===== config.mk =====
export PLATFORM = sky130hd
export DESIGN_NAME = alu_op_sequencer
export DESIGN_NICKNAME = d
export VERILOG_FILES = /design/src/rtl/alu_op_sequencer.sv
export SDC_FILE = /design/constraint.sdc
export NUM_CORES = 1
export LEC_CHECK = 0
export ABC_AREA = 0
export BUFFER_PORTS_ARGS = -buffer_cell sky130_fd_sc_hd__buf_2
export CAP_MARGIN = 40
export CORE_MARGIN = 2
export CORE_UTILIZATION = 30
export CTS_CLUSTER_SIZE = 30
export DETAILED_ROUTE_END_ITERATION = 8
export GPL_TIMING_DRIVEN = 0
export HOLD_SLACK_MARGIN = 0.06
export PLACE_DENSITY_LB_ADDON = 0.25
export SYNTH_ARGS = -nofsm -noshare
export SYNTH_HDL_FRONTEND = slang
export SYNTH_SLANG_ARGS = --single-unit

===== constraint.sdc =====
create_clock -name clk -period 4.1 [get_ports clk]
set_clock_uncertainty 0.1 [all_clocks]
set_input_delay 0.205 -clock clk [delete_from_list [all_inputs] [get_ports clk]]
set_output_delay 0.205 -clock clk [all_outputs]
set_load 0.01 [all_outputs]

===== src/rtl/alu_op_sequencer.sv =====
// alu_op_sequencer: control stage in front of the 8-bit ALU.
// Accepts one operation per req handshake, drives the ALU operands/mode and
// the ee/eo strobes through LOAD -> EXEC* -> READ, captures the bus result
// with its flags, and presents it on the rsp handshake.
// Ports:
//   clk, rst_n                       clock, async active-low reset
//   req_valid/req_ready              request handshake (req_ready is combinational)
//   req_mode, req_a, req_b           operation payload
//   alu_in_a, alu_in_b, alu_mode     registered operands/mode to the ALU
//   alu_ee, alu_eo                   ALU execute / bus output enables
//   alu_bus, alu_carry               ALU result bus and carry flag
//   rsp_valid/rsp_ready              response handshake
//   rsp_data, rsp_zero, rsp_carry    captured result and flags
//   busy                             sequencer is not idle
module alu_op_sequencer #(
  parameter int unsigned DATA_W        = 8,
  parameter int unsigned SETTLE_CYCLES = 1
) (
  input  logic              clk,
  input  logic              rst_n,
  input  logic              req_valid,
  output logic              req_ready,
  input  logic [3:0]        req_mode,
  input  logic [DATA_W-1:0] req_a,
  input  logic [DATA_W-1:0] req_b,
  output logic [DATA_W-1:0] alu_in_a,
  output logic [DATA_W-1:0] alu_in_b,
  output logic [3:0]        alu_mode,
  output logic              alu_ee,
  output logic              alu_eo,
  input  logic [DATA_W-1:0] alu_bus,
  input  logic              alu_carry,
  output logic              rsp_valid,
  input  logic              rsp_ready,
  output logic [DATA_W-1:0] rsp_data,
  output logic              rsp_zero,
  output logic              rsp_carry,
  output logic              busy
);

  localparam int unsigned CNT_W = 4;

  typedef enum logic [2:0] {
    IDLE = 3'd0,
    LOAD = 3'd1,
    EXEC = 3'd2,
    READ = 3'd3,
    DONE = 3'd4
  } state_t;

  state_t            state;
  state_t            next_state;
  logic [CNT_W-1:0]  settle_cnt;
  logic              accept;

  // req_ready must react to rsp_ready in the same cycle for back-to-back issue
  assign req_ready = (state == IDLE) || ((state == DONE) && rsp_ready);
  assign accept    = req_ready && req_valid;

  // State register
  always_ff @(posedge clk or negedge rst_n) begin
    if (!rst_n) state <= IDLE;
    else        state <= next_state;
  end

  // Next-state logic
  always_comb begin
    next_state = state;
    case (state)
      IDLE: if (req_valid) next_state = LOAD;
      LOAD: next_state = (SETTLE_CYCLES == 0) ? READ : EXEC;
      EXEC: if (settle_cnt <= CNT_W'(1)) next_state = READ;
      READ: next_state = DONE;
      DONE: if (rsp_ready) next_state = req_valid ? LOAD : IDLE;
      default: next_state = IDLE;
    endcase
  end

  // Strobes registered from next_state so they align with the state register
  always_ff @(posedge clk or negedge rst_n) begin
    if (!rst_n) begin
      alu_ee    <= 1'b0;
      alu_eo    <= 1'b0;
      rsp_valid <= 1'b0;
      busy      <= 1'b0;
    end else begin
      alu_ee    <= (next_state == LOAD) || (next_state == EXEC) || (next_state == READ);
      alu_eo    <= (next_state == READ);
      rsp_valid <= (next_state == DONE);
      busy      <= (next_state != IDLE);
    end
  end

  // Settle down-counter: loaded in LOAD, counts the EXEC cycles
  always_ff @(posedge clk or negedge rst_n) begin
    if (!rst_n) begin
      settle_cnt <= '0;
    end else if (state == LOAD) begin
      settle_cnt <= CNT_W'(SETTLE_CYCLES);
    end else if ((state == EXEC) && (settle_cnt != '0)) begin
      settle_cnt <= settle_cnt - CNT_W'(1);
    end
  end

  // Operand/mode capture; held stable until the next accepted request
  always_ff @(posedge clk or negedge rst_n) begin
    if (!rst_n) begin
      alu_in_a <= '0;
      alu_in_b <= '0;
      alu_mode <= '0;
    end else if (accept) begin
      alu_in_a <= req_a;
      alu_in_b <= req_b;
      alu_mode <= req_mode;
    end
  end

  // Result capture; zero comes from the captured value, not the ALU flag
  always_ff @(posedge clk or negedge rst_n) begin
    if (!rst_n) begin
      rsp_data  <= '0;
      rsp_zero  <= 1'b0;
      rsp_carry <= 1'b0;
    end else if (state == READ) begin
      rsp_data  <= alu_bus;
      rsp_zero  <= (alu_bus == '0);
      rsp_carry <= alu_carry;
    end
  end

endmodule


* Word-level counts from Yosys, hierarchy flattened
Cells that the tools add are included.
** Operators by class
- Reductions and logical operators :: 11
- Order comparisons :: 1
- Add/subtract/negate cells :: 1
- Equality and inequality tests :: 8
- Multiplexer cells :: 7
** Operators with widths (count)
- 3-bit case mux with 5 select lines :: 1
- 3-bit by 2-bit == test with 1-bit output, second input constant :: 4
- 3-bit 2-to-1 mux :: 3
- 8-bit logical NOT :: 1
- 4-bit 2-to-1 mux :: 2
- 3-bit by 1-bit == test with 1-bit output, second input constant :: 2
- 3-bit == test, second input constant :: 2
- 4-bit by 1-bit less-or-equal comparator with 1-bit output, second input constant :: 1
- 4-bit nonzero test :: 1
- 4-bit by 1-bit subtractor with 4-bit output, second input constant :: 1
- 1-bit logical AND :: 3
- 3-bit logical NOT :: 1
- 1-bit logical OR :: 3
- 3-bit nonzero test :: 1
- 2-bit nonzero test :: 1
- 1-bit 2-to-1 mux :: 1
** Storage, ports and cells
- Word-level logic and storage cells :: 40
- Output and inout bits :: 35
- Register bits after elaboration :: 41

* Depth between registers and ports, before layout
Gate-level depths: netlist of run 1.
- Depth after elaboration :: 6
- Depth in mapped cells :: 5

* Least setup slack after synthesis of run 1
No wires, ideal clock.
- Path type :: register -> register
- From :: register state[0]
- To :: register settle_cnt[3]
- Path buffers :: 1
- Arrival time :: 1551 ps
- Path slack :: 2371 ps
- Period minus slack after synthesis :: 1729 ps
- Cell stages (with the launch flop) :: 5
- Cell sequence :: dfrtp_1 or3b_1 buf_2 or4_1 a21boi_1
** On the way
- Word-level cells in the longest chain between the ends :: 3
** Ends and longest elaborated chain
- from (decl) :: RTL line 51 : state_t state;
- from (signal assigned) :: RTL line 63 : else state <= next_state;
- 3-bit by 2-bit == test with 1-bit output :: RTL line 100 : end else if ((state == EXEC) && (settle_cnt != '0)) begin
- 1-bit logical AND :: RTL line 100
- 2-bit nonzero test (no line)
- to (signal assigned) :: RTL line 99 : settle_cnt <= CNT_W'(SETTLE_CYCLES);
- to (signal assigned) :: RTL line 101 : settle_cnt <= settle_cnt - CNT_W'(1);
- to (decl) :: RTL line 53 : logic [CNT_W-1:0] settle_cnt;
Parallel ways exist; a longest one is shown, timed or not.
A chain may end at the register's enable or synchronous reset.

* Final worst setup path of run 1
- From :: register state[2]
- To :: register alu_in_b[2]
** On the way
- Word-level cells in the longest chain between the ends :: 4
** Ends and longest elaborated chain
- 3-bit == test :: RTL line 57 : assign req_ready = (state == IDLE) || ((state == DONE) && rsp_ready);
- 1-bit logical AND :: RTL line 57
- 1-bit logical OR * :: RTL line 57
- 1-bit logical AND * :: RTL line 58 : assign accept = req_ready && req_valid;
- to (signal assigned) :: RTL line 113 : alu_in_b <= req_b;
- to (decl) :: RTL line 27 : output logic [DATA_W-1:0] alu_in_b,
Mark *: on every way between the ends. The rest lies on a longest branch, timed or not.

==> metrics.txt, run 1 <==
die area 0.00604 mm²; Synth async-reset ratio 1.00; die height 77.7 µm; internal power of the cells 1.22 mW; placed insts about 250; maximum clock path buffer count 2; Initial Util 0.315; RSZ-0062 raised after global routing false; 1st-iter DRT viols 20; Post-Syn Area per Cell about 14 µm²; Synth Area in Adders 0.0230; largest cells by area after synthesis dfrtp_1 63%, mux2_2 20%, ha_1 2.3%; Skew-Pair Late Insertion Delay 290 ps; LEAKAGE roughly 1.2 nW; Critical Path Start Type flop; DR pass1 iterations 4; core area roughly 0.0052 mm²; Root Driver clkbuf_8; largest net degree at the start of global routing 37; Final period util 0.456; crit end category flop; Nets 252; HPWL after detailed placement 2390 µm; portion of netlist area occupied by mux cells 0.200; hold_ws 68.6 ps; Via-to-Cell Ratio 4.50; Setup TNS Final 0 ps; P&R area growth vs syn 51.9%; Setup violations, final 0; first-pass GRT wire length 5820 µm; Post-synth EDFFs 0; Synth area leader dfrtp_1; total power divided by cell area 726 mW/mm²; hold_buf cts 27; IO Pins just under 70; vias in the first global route approximately 1300; initial antenna violation count 0; layout cells sized above 1 0.498; Synth Instances 114; # Post-CTS Setup Buffers 0; fin crit period 1870 ps; Post-Synth XOR/XNOR Area 0.00537; row cnt 26; post-synthesis cell area 0.00163 mm²; register share of total power 0.396; max frequency 535 MHz; worst-margin pin slew 563 ps; synth warn 0; syn_nets 150; CP Data Required Time 4170 ps; share of power burned in the clock network 0.209; Total Routing Usage GR 0.123; HP Class input port to flop; CP Max Fanout 10; detailed-route via count 1291; drt total wl 3580 µm; classification of the worst setup path flop to flop; Slew Limit Fails 0; register bit total from synthesis about 40; Sw Ratio 0.321; fin area 0.00248 mm²; # fillers 482; area of the multi-input gates a little under 600 µm²; status finished clean; CTS Buf Count 5; post-synthesis compound-gate area fraction 0.0437; Logic pwr share 0.395; relative slew slack 0.624; CTS tree done; fraction of the mapped netlist area in simple logic gates 0.0821; Residual DRC 0; number of diodes 0; Register Area 0.00103 mm²; grt ovf 0; gpl congestion 0.757; ys flop type dfrtp_1; largest family of logic cells by synthesized area multiplexers; sw power between 0.5 and 0.6 mW; placed inst area 0.00207 mm²; crit path DAT roughly 1900 ps; H-tree Lvls 2; Peak VDD IR 0.320 mV; Yosys top cell area share 0.629; Reg clk slew, reported paths 80 ps; final cell count without fillers 287; DR WL/cell 12.5 µm; post-cts resize count 0; max-cap viol count 0; post-route ant nets 0; synth unique cells 25; Fin. Hold Viols 0; TritonCTS Sinks 41; port bufs 67; Chip Width 77.7 µm; sequential area share after synthesis 0.629
==> cell type report <==
cell class	instances	area share
Timing Repair Buffer	95	0.252
Clock buffer	5	0.0278
Sequential cell	41	0.414
Inverter	3	0.00454
Multi-Input combinational cell	66	0.233
Clock inverter	3	0.0262
Buffer	4	0.00656
Tap cell	70	0.0353
==> worst max-delay path: stages (launching register included) <==
cell      delay (ps)
dfrtp_1          440
nand2b_1         130
nand3_1          200
buf_1            480
mux2_2           400
==> cell usage in the layout (no fill, tap or decap), types with 2 or more instances in the layout <==
master         count
or3_1              3
dfrtp_1           41
ha_1               3
o21ai_0            5
clkbuf_8           5
buf_2             68
bufinv_16          2
nor4_1             3
inv_1              3
nor2_1             3
clkbuf_1           2
or3b_2             2
nand3_1            2
dlygate4sd3_1     27
a21boi_1           2
o31ai_1            2
mux2_2            29
nand2b_1           2
nand2_1            2
==> power by group through the flow <==
stage                     Combinational (mW)  Clock [mW]  Sequential [mW]
after floorplan                        0.349           0            0.794
after global placement                 0.691           0            0.713
after detailed placement               0.704           0            0.718
after CTS                              0.723       0.392            0.711
after global routing                   0.782       0.410            0.741
final                                  0.711       0.375            0.713
==> logic make-up after synthesis <==
group,count (synthesis)
AO/OA/AOI/OAI,11
XOR/XNOR,1
adder cells (fa/ha/maj),3
buffers and inverters,7
flip-flops,41
multiplexers,29
AND/OR/NAND/NOR,22
==> registers in the layout (all words and copies together) (netlist names) <==
signal      cells
alu_in_a        8
alu_mode        4
state           3
alu_in_b        8
rsp_carry       1
alu_eo          1
alu_ee          1
rsp_zero        1
rsp_valid       1
rsp_data        8
settle_cnt      4
busy            1
==> cell usage after synthesis (2+ instances only) <==
cell type and number:
or3_1 3, a21boi_1 2, nor2_1 3, nor4_1 3, clkbuf_1 2, nand2b_1 2, nand2_1 2, mux2_2 29
or3b_2 2, o21ai_0 5, nand3_1 2, dfrtp_1 41, ha_1 3, inv_1 3, o31ai_1 2
==> layer usage <==
metal  up-vias  track usage  wire, µm
met2        47        0.207      1790
met4         0       0.0768       138
met1       619        0.143      1460
li1        611            -         -
met5         -            0         0
met3        14       0.0267       193
==> path summary, 6_finish.rpt <==
path                                        endpoint                 start  depth (start not counted)  slack, ps
max                          alu_in_b[2]$_DFFE_PN0P_    state[2]$_DFF_PN0_                          4       2230
min                          alu_in_b[2]$_DFFE_PN0P_              req_b[2]                          2         70
max reg2reg                  alu_in_b[2]$_DFFE_PN0P_    state[2]$_DFF_PN0_                          4       2230
min reg2reg                     rsp_zero$_DFFE_PN0P_  rsp_zero$_DFFE_PN0P_                          2        390
max in group asynchronous  settle_cnt[1]$_DFFE_PN0P_                 rst_n                          3       3290
min in group asynchronous         state[0]$_DFF_PN0_                 rst_n                          2        180
==> per-stage QoR <==
stage	setup WS (ps)	total power [mW]	utilization
finish	2230	1.80	0.479
global route	2100	1.93	0.479
CTS	2210	1.83	0.479
detailed placement	2230	1.42	0.401
global placement	2220	1.40	0.397
floorplan	2370	1.14	-
Power figures use the tool's default switching activity.
==> inputs of run 2 (changes only) <==
--- a/config.mk
+++ b/config.mk
@@ -5,7 +5,7 @@
 export SDC_FILE = /design/constraint.sdc
 export NUM_CORES = 1
 export LEC_CHECK = 0
-export ABC_AREA = 0
+export ABC_AREA = 1
 export BUFFER_PORTS_ARGS = -buffer_cell sky130_fd_sc_hd__buf_2
 export CAP_MARGIN = 40
 export CORE_MARGIN = 2
==> constraint.sdc (replaced) <==
create_clock -name clk -period 1.6 [get_ports clk]
set_clock_uncertainty 0.1 [all_clocks]
set_input_delay 0.08 -clock clk [delete_from_list [all_inputs] [get_ports clk]]
set_output_delay 0.08 -clock clk [all_outputs]
set_load 0.01 [all_outputs]
==> metrics.txt, run 2 <==
HPWL after detailed placement 2720 µm (+14%); most frequent cells in the layout 87 x nand2_1, 69 x buf_2, 41 x dfrtp_1; Synth area leader dfrtp_1; row cnt 27 (+3.8%); LEAKAGE 1.47 nW (+25%); Reg2Reg Setup Slack 180 ps (-2050 ps); Post-Syn Area per Cell 8.64 µm² (-40%); Setup TNS Final 0 ps (unchanged); CTS Buf Count 5 (unchanged); die area 0.00641 mm² (+6.1%); maximum clock path buffer count 2 (unchanged); largest net degree at the start of global routing 26 (-30%); max frequency 706 MHz (+32%); layout cells sized above 1 0.279 (-0.218); die height 80.1 µm (+3.0%); fin util 0.465 (-0.0137); register share of total power 0.407 (+0.011); Logic pwr share 0.443 (+0.048); max-cap viol count 0 (unchanged); Final period util 0.885 (+0.429); RSZ-0062 raised after global routing false; Total Power 4.33 mW (+140%); post-synthesis cell area 0.00174 mm² (+6.4%); H-tree Lvls 2 (unchanged); Synth Instances 201 (+76%); HP Class input port to async pin; Peak VDD IR 0.613 mV (+91%); Total Routing Usage GR 0.140 (+0.0165); commonest cells in the netlist 87 x nand2_1, 41 x dfrtp_1, 26 x inv_1, 11 x nand3_1, 10 x o21ai_0; Initial Util 0.313 (-0.00197); Reg clk slew, reported paths 90 ps (about the same); Nets 343 (+36%); Setup violations, final 0 (unchanged); status finished clean; register bit total from synthesis 41 (unchanged); worst-margin pin slew 413 ps (-149 ps); CP Data Required Time 1660 ps (-2510 ps); biggest regs alu_in_a: 8 flops, alu_in_b: 8 flops, rsp_data: 8 flops; syn_nets 237 (+58%); CP Max Fanout 5 (-5); synth warn 0 (unchanged); crit path DAT 1470 ps (-470 ps); TritonCTS Sinks 41 (unchanged); largest cells by area after synthesis dfrtp_1 59%, nand2_1 19%, inv_1 5.6%; 1st-iter DRT viols 51 (+160%); most common cell after layout, fill and taps aside nand2_1; first-pass GRT wire length 6960 µm (+19%); FF-to-FF End busy$_DFF_PN0_; ys flop type dfrtp_1; drt total wl 3980 µm (+11%); number of diodes 0 (unchanged); relative slew slack 0.724 (+0.100); sequential area share after synthesis 0.591 (-0.0381); sw power 1.71 mW (+200%); post-route ant nets 0 (unchanged); detailed-route via count 1588 (+23%); fin area 0.00258 mm² (+4.0%); share of power burned in the clock network 0.150 (-0.059); Fin. Hold Viols 0 (unchanged); port bufs 67 (unchanged); Post-synth EDFFs 0 (unchanged); Chip Width 80.1 µm (+3.0%); internal power of the cells 2.62 mW (+110%); Residual DRC 0 (unchanged); synth unique cells 18 (-28%); DR WL/cell 10.5 µm (-16%); Via-to-Cell Ratio 4.18 (-7.1%); Sw Ratio 0.395 (+0.0741); classification of the worst setup path flop to flop; placed inst area 0.00218 mm² (+5.2%); Skew-Pair Late Insertion Delay 290 ps (about the same); reg2reg start settle_cnt[0]$_DFFE_PN0P_; gpl congestion 0.775 (+2.3%); post-cts resize count 0 (unchanged); hold_buf cts 31 (+15%); total power divided by cell area 1680 mW/mm² (+130%); IO Pins 68 (unchanged); # fillers 575 (+19%); core area 0.00554 mm² (+7.1%); crit end category flop; # Post-CTS Setup Buffers 0 (unchanged); Root Driver clkbuf_8; count leader, synth nand2_1; Slew Limit Fails 0 (unchanged); grt ovf 0 (unchanged); Critical Path Start Type flop; DR pass1 iterations 4 (unchanged); Synth async-reset ratio 1.00 (unchanged); Yosys top cell area share 0.591 (-0.0381); fin crit period 1420 ps (-454 ps); CTS tree done; P&R area growth vs syn 48.5%; vias in the first global route 1591 (+23%); Worst Reg-to-Reg Cells 8 (+4); initial antenna violation count 0 (unchanged)
[run 2: changes by cell type in the layout (fill, tap and decap cells not counted), sizes merged, moves of 5 or more]
cell	previous run	this run
mux2	29	0
o21ai	5	10
nand2	2	88
nand3	2	11
nor2	3	10
inv	3	27
[run 2: area by class of cell]
cell class / count / area (µm²) / share of cell area
inverter: 27 / 101 / 0.0393
timing repair buffer: 99 / 666 / 0.258
multi-input combinational: 127 / 558 / 0.216
clock inverter: 3 / 17.5 / 0.00679
clock buffer: 5 / 68.8 / 0.0267
buffer: 6 / 51.3 / 0.0199
sequential: 41 / 1030 / 0.398
tap: 72 / 90.1 / 0.0349
[run 2: how the worst max path moves through the flow]
| stage | from | endpoint | slack, ps | depth (start not counted) |
|---|---|---|---|---|
| floorplan | settle_cnt[0]$_DFFE_PN0P_ | busy$_DFF_PN0_ | 340 | 8 |
| global placement | settle_cnt[0]$_DFFE_PN0P_ | busy$_DFF_PN0_ | 170 | 8 |
| detailed placement | settle_cnt[0]$_DFFE_PN0P_ | busy$_DFF_PN0_ | 180 | 8 |
| CTS | settle_cnt[0]$_DFFE_PN0P_ | alu_ee$_DFF_PN0_ | 150 | 8 |
| global route | settle_cnt[0]$_DFFE_PN0P_ | alu_ee$_DFF_PN0_ | 40 | 8 |
| finish | settle_cnt[0]$_DFFE_PN0P_ | busy$_DFF_PN0_ | 180 | 8 |
[run 2: power groups by stage]
stage,clock [mW],combinational (mW),sequential (mW)
detailed placement,0,1.90,1.78
finish,0.647,1.92,1.76
floorplan,0,0.969,1.98
global route,0.731,2.22,1.83
global placement,0,1.87,1.77
CTS,0.692,1.96,1.76
[run 2: per-layer routing]
layer	global-route usage	wire length, µm	vias to the layer above
met5	0	0	-
met4	0.0576	31	0
met3	0.0360	191	2
met2	0.248	2110	35
met1	0.159	1650	734
li1	-	-	817
[run 2: worst max-delay path, stage by stage (launching register included)]
cell and delay [ps]:
dfrtp_1 380, inv_1 100, ha_1 240, inv_1 60, nand2_1 50, nand2_1 50, nor2_1 60, nor2_1 150
nand3_1 100
[run 2: stage by stage]
| stage | cells | setup slack [ps] | hold slack, ps |
|---|---|---|---|
| floorplan | 201 | 340 | -316 |
| global placement | 340 | 172 | 177 |
| detailed placement | 341 | 181 | -62.1 |
| CTS | 380 | 152 | 149 |
| global route | 380 | 41.0 | 166 |
| finish | 380 | 184 | 146 |
[run 2: kinds of logic after synthesis]
logic type      Yosys count  synth area share
fa+ha+maj                 3            0.0216
compound gates           11            0.0317
buf+inv                  33            0.0879
simple gates            112             0.263
flops                    41             0.591
xor+xnor                  1           0.00504
==> inputs of run 3 (changes only) <==
--- a/config.mk
+++ b/config.mk
@@ -5,7 +5,6 @@
 export SDC_FILE = /design/constraint.sdc
 export NUM_CORES = 1
 export LEC_CHECK = 0
-export ABC_AREA = 1
 export BUFFER_PORTS_ARGS = -buffer_cell sky130_fd_sc_hd__buf_2
 export CAP_MARGIN = 40
 export CORE_MARGIN = 2
==> metrics.txt, run 3 (synthesis results as in run 1) <==
status complete, but fails checks; failing checks negative setup slack; Peak VDD IR 0.858 mV (+40%); vias in the first global route 1382 (-13%); Final period util 1.04 (+0.154); max-cap viol count 0 (unchanged); HPWL after detailed placement 2500 µm (-8.3%); TritonCTS Sinks 41 (unchanged); CP Max Fanout 8 (+3); Setup violations, final 20 (+20); register share of total power 0.374 (-0.033); placed inst area 0.00208 mm² (-4.6%); number of diodes 0 (unchanged); Chip Width 77.7 µm (-2.9%); total power divided by cell area 1830 mW/mm² (+9.0%); 1st-iter DRT viols 51 (unchanged); RSZ-0062 raised after global routing true; LEAKAGE 1.26 nW (-15%); Residual DRC 0 (unchanged); final cell count without fillers 301 (-21%); Reg clk slew, reported paths 80 ps (about the same); grt ovf 0 (unchanged); Root Driver clkbuf_8; sw power 1.59 mW (-7.1%); die height 77.7 µm (-2.9%); Logic pwr share 0.445 (+0.002); FF-to-FF End settle_cnt[3]$_DFFE_PN0P_; relative slew slack 0.772 (+0.0474); CTS Buf Count 5 (unchanged); biggest regs alu_in_a: 8 flops, alu_in_b: 8 flops, rsp_data: 8 flops; core area 0.00517 mm² (-6.6%); worst-margin pin slew 342 ps (-71.1 ps); fin area 0.00264 mm² (+2.5%); row cnt 26 (-3.7%); largest net degree at the start of global routing 29 (+12%); layout cells sized above 1 0.558 (+0.279); detailed-route via count 1334 (-16%); H-tree Lvls 2 (unchanged); internal power of the cells 3.25 mW (+24%); CTS tree done; most common cell after layout, fill and taps aside buf_2; share of power burned in the clock network 0.182 (+0.032); first-pass GRT wire length 6330 µm (-9.0%); Nets 266 (-22%); max frequency 601 MHz (-15%); IO Pins 68 (unchanged); die area 0.00604 mm² (-5.8%); Slew Limit Fails 0 (unchanged); Setup TNS Final -580 ps (-580 ps); CP Data Required Time 1740 ps (+80 ps); gpl congestion 0.729 (-5.8%); initial antenna violation count 0 (unchanged); port bufs 67 (unchanged); classification of the worst setup path flop to flop; post-route ant nets 0 (unchanged); maximum clock path buffer count 2 (unchanged); crit end category flop; Initial Util 0.315 (+0.00197); DR WL/cell 12.7 µm (+22%); Fin. Hold Viols 0 (unchanged); P&R area growth vs syn 62.0%; crit path DAT 1800 ps (+330 ps); post-route setup slack -63.2 ps (-247 ps); reg2reg start state[0]$_DFF_PN0_; Skew-Pair Late Insertion Delay 300 ps (about the same); Sw Ratio 0.328 (-0.0667); Total Routing Usage GR 0.136 (-0.00404); DR pass1 iterations 4 (unchanged); placed insts 252 (-26%); Critical Path Start Type flop; hold_ws 106 ps (-39.5 ps); most frequent cells in the layout 67 x buf_2, 39 x dfrtp_1, 31 x dlygate4sd3_1; Reg2Reg Setup Slack -60 ps (-250 ps); HP Class input port to async pin; Worst Reg-to-Reg Cells 4 (-4); drt total wl 3840 µm (-3.5%); fin crit period 1660 ps (+247 ps); Via-to-Cell Ratio 4.43 (+6.1%)
==> run 3: cell type report <==
cell class | count | area [µm²]
fill | 471 | 2530
inverter | 3 | 11.3
clock inverter | 2 | 37.5
multi-input combinational | 66 | 606
tap | 70 | 87.6
sequential | 41 | 1030
buffer | 4 | 45.0
clock buffer | 6 | 82.6
timing repair buffer | 109 | 744
==> run 3: repair_timing <==
action                                  in CTS  in global routing
gates cloned                                 0                  1
pin swaps                                    1                  1
hold buffers                                30                  1
endpoints found under the setup margin      29                 31
hold endpoints to repair                    73                  1
setup buffers                                2                  7
gates resized for setup                      8                 14
==> run 3: layer usage <==
layer / GRT usage / part of all wire / up-vias
met2: 0.221 / 0.48 / 51
met5: 0 / 0 / -
met4: 0.102 / 0.041 / 0
met1: 0.157 / 0.42 / 631
met3: 0.0279 / 0.058 / 14
li1: - / - / 638
==> run 3: power groups by stage <==
stage | Clock [mW] | Sequential [mW] | Combinational (mW)
6_report | 0.878 | 1.81 | 2.15
5_1_grt | 0.955 | 1.89 | 2.36
4_1_cts | 0.901 | 1.81 | 1.96
3_5_place_dp | 0 | 1.84 | 1.83
3_3_place_gp | 0 | 1.83 | 1.79
2_1_floorplan | 0 | 2.03 | 0.916
==> run 3: worst max-delay path, stage by stage, from the launching register on <==
cell and delay [ps]:
dfrtp_2 430, or3b_1 400, buf_6 140, or4_4 410
a21boi_2 120
==> run 3: how the worst max path moves through the flow <==
stage / startpoint / to / depth (start not counted)
4_1_cts: state[0]$_DFF_PN0_ / settle_cnt[3]$_DFFE_PN0P_ / 4
3_3_place_gp: state[1]$_DFF_PN0_ / alu_in_b[5]$_DFFE_PN0P_ / 4
6_report: state[0]$_DFF_PN0_ / settle_cnt[3]$_DFFE_PN0P_ / 4
5_1_grt: state[0]$_DFF_PN0_ / settle_cnt[3]$_DFFE_PN0P_ / 4
3_5_place_dp: state[2]$_DFF_PN0_ / alu_in_a[2]$_DFFE_PN0P_ / 4
2_1_floorplan: state[0]$_DFF_PN0_ / settle_cnt[3]$_DFFE_PN0P_ / 4
==> run 3: through the flow <==
| stage | setup WS [ps] | power, mW | util |
|---|---|---|---|
| floorplan | 6.57 | 2.95 | - |
| global placement | -230 | 3.62 | 0.398 |
| detailed placement | -299 | 3.66 | 0.402 |
| CTS | -57.5 | 4.67 | 0.490 |
| global route | -115 | 5.20 | 0.511 |
| finish | -63.2 | 4.83 | 0.511 |
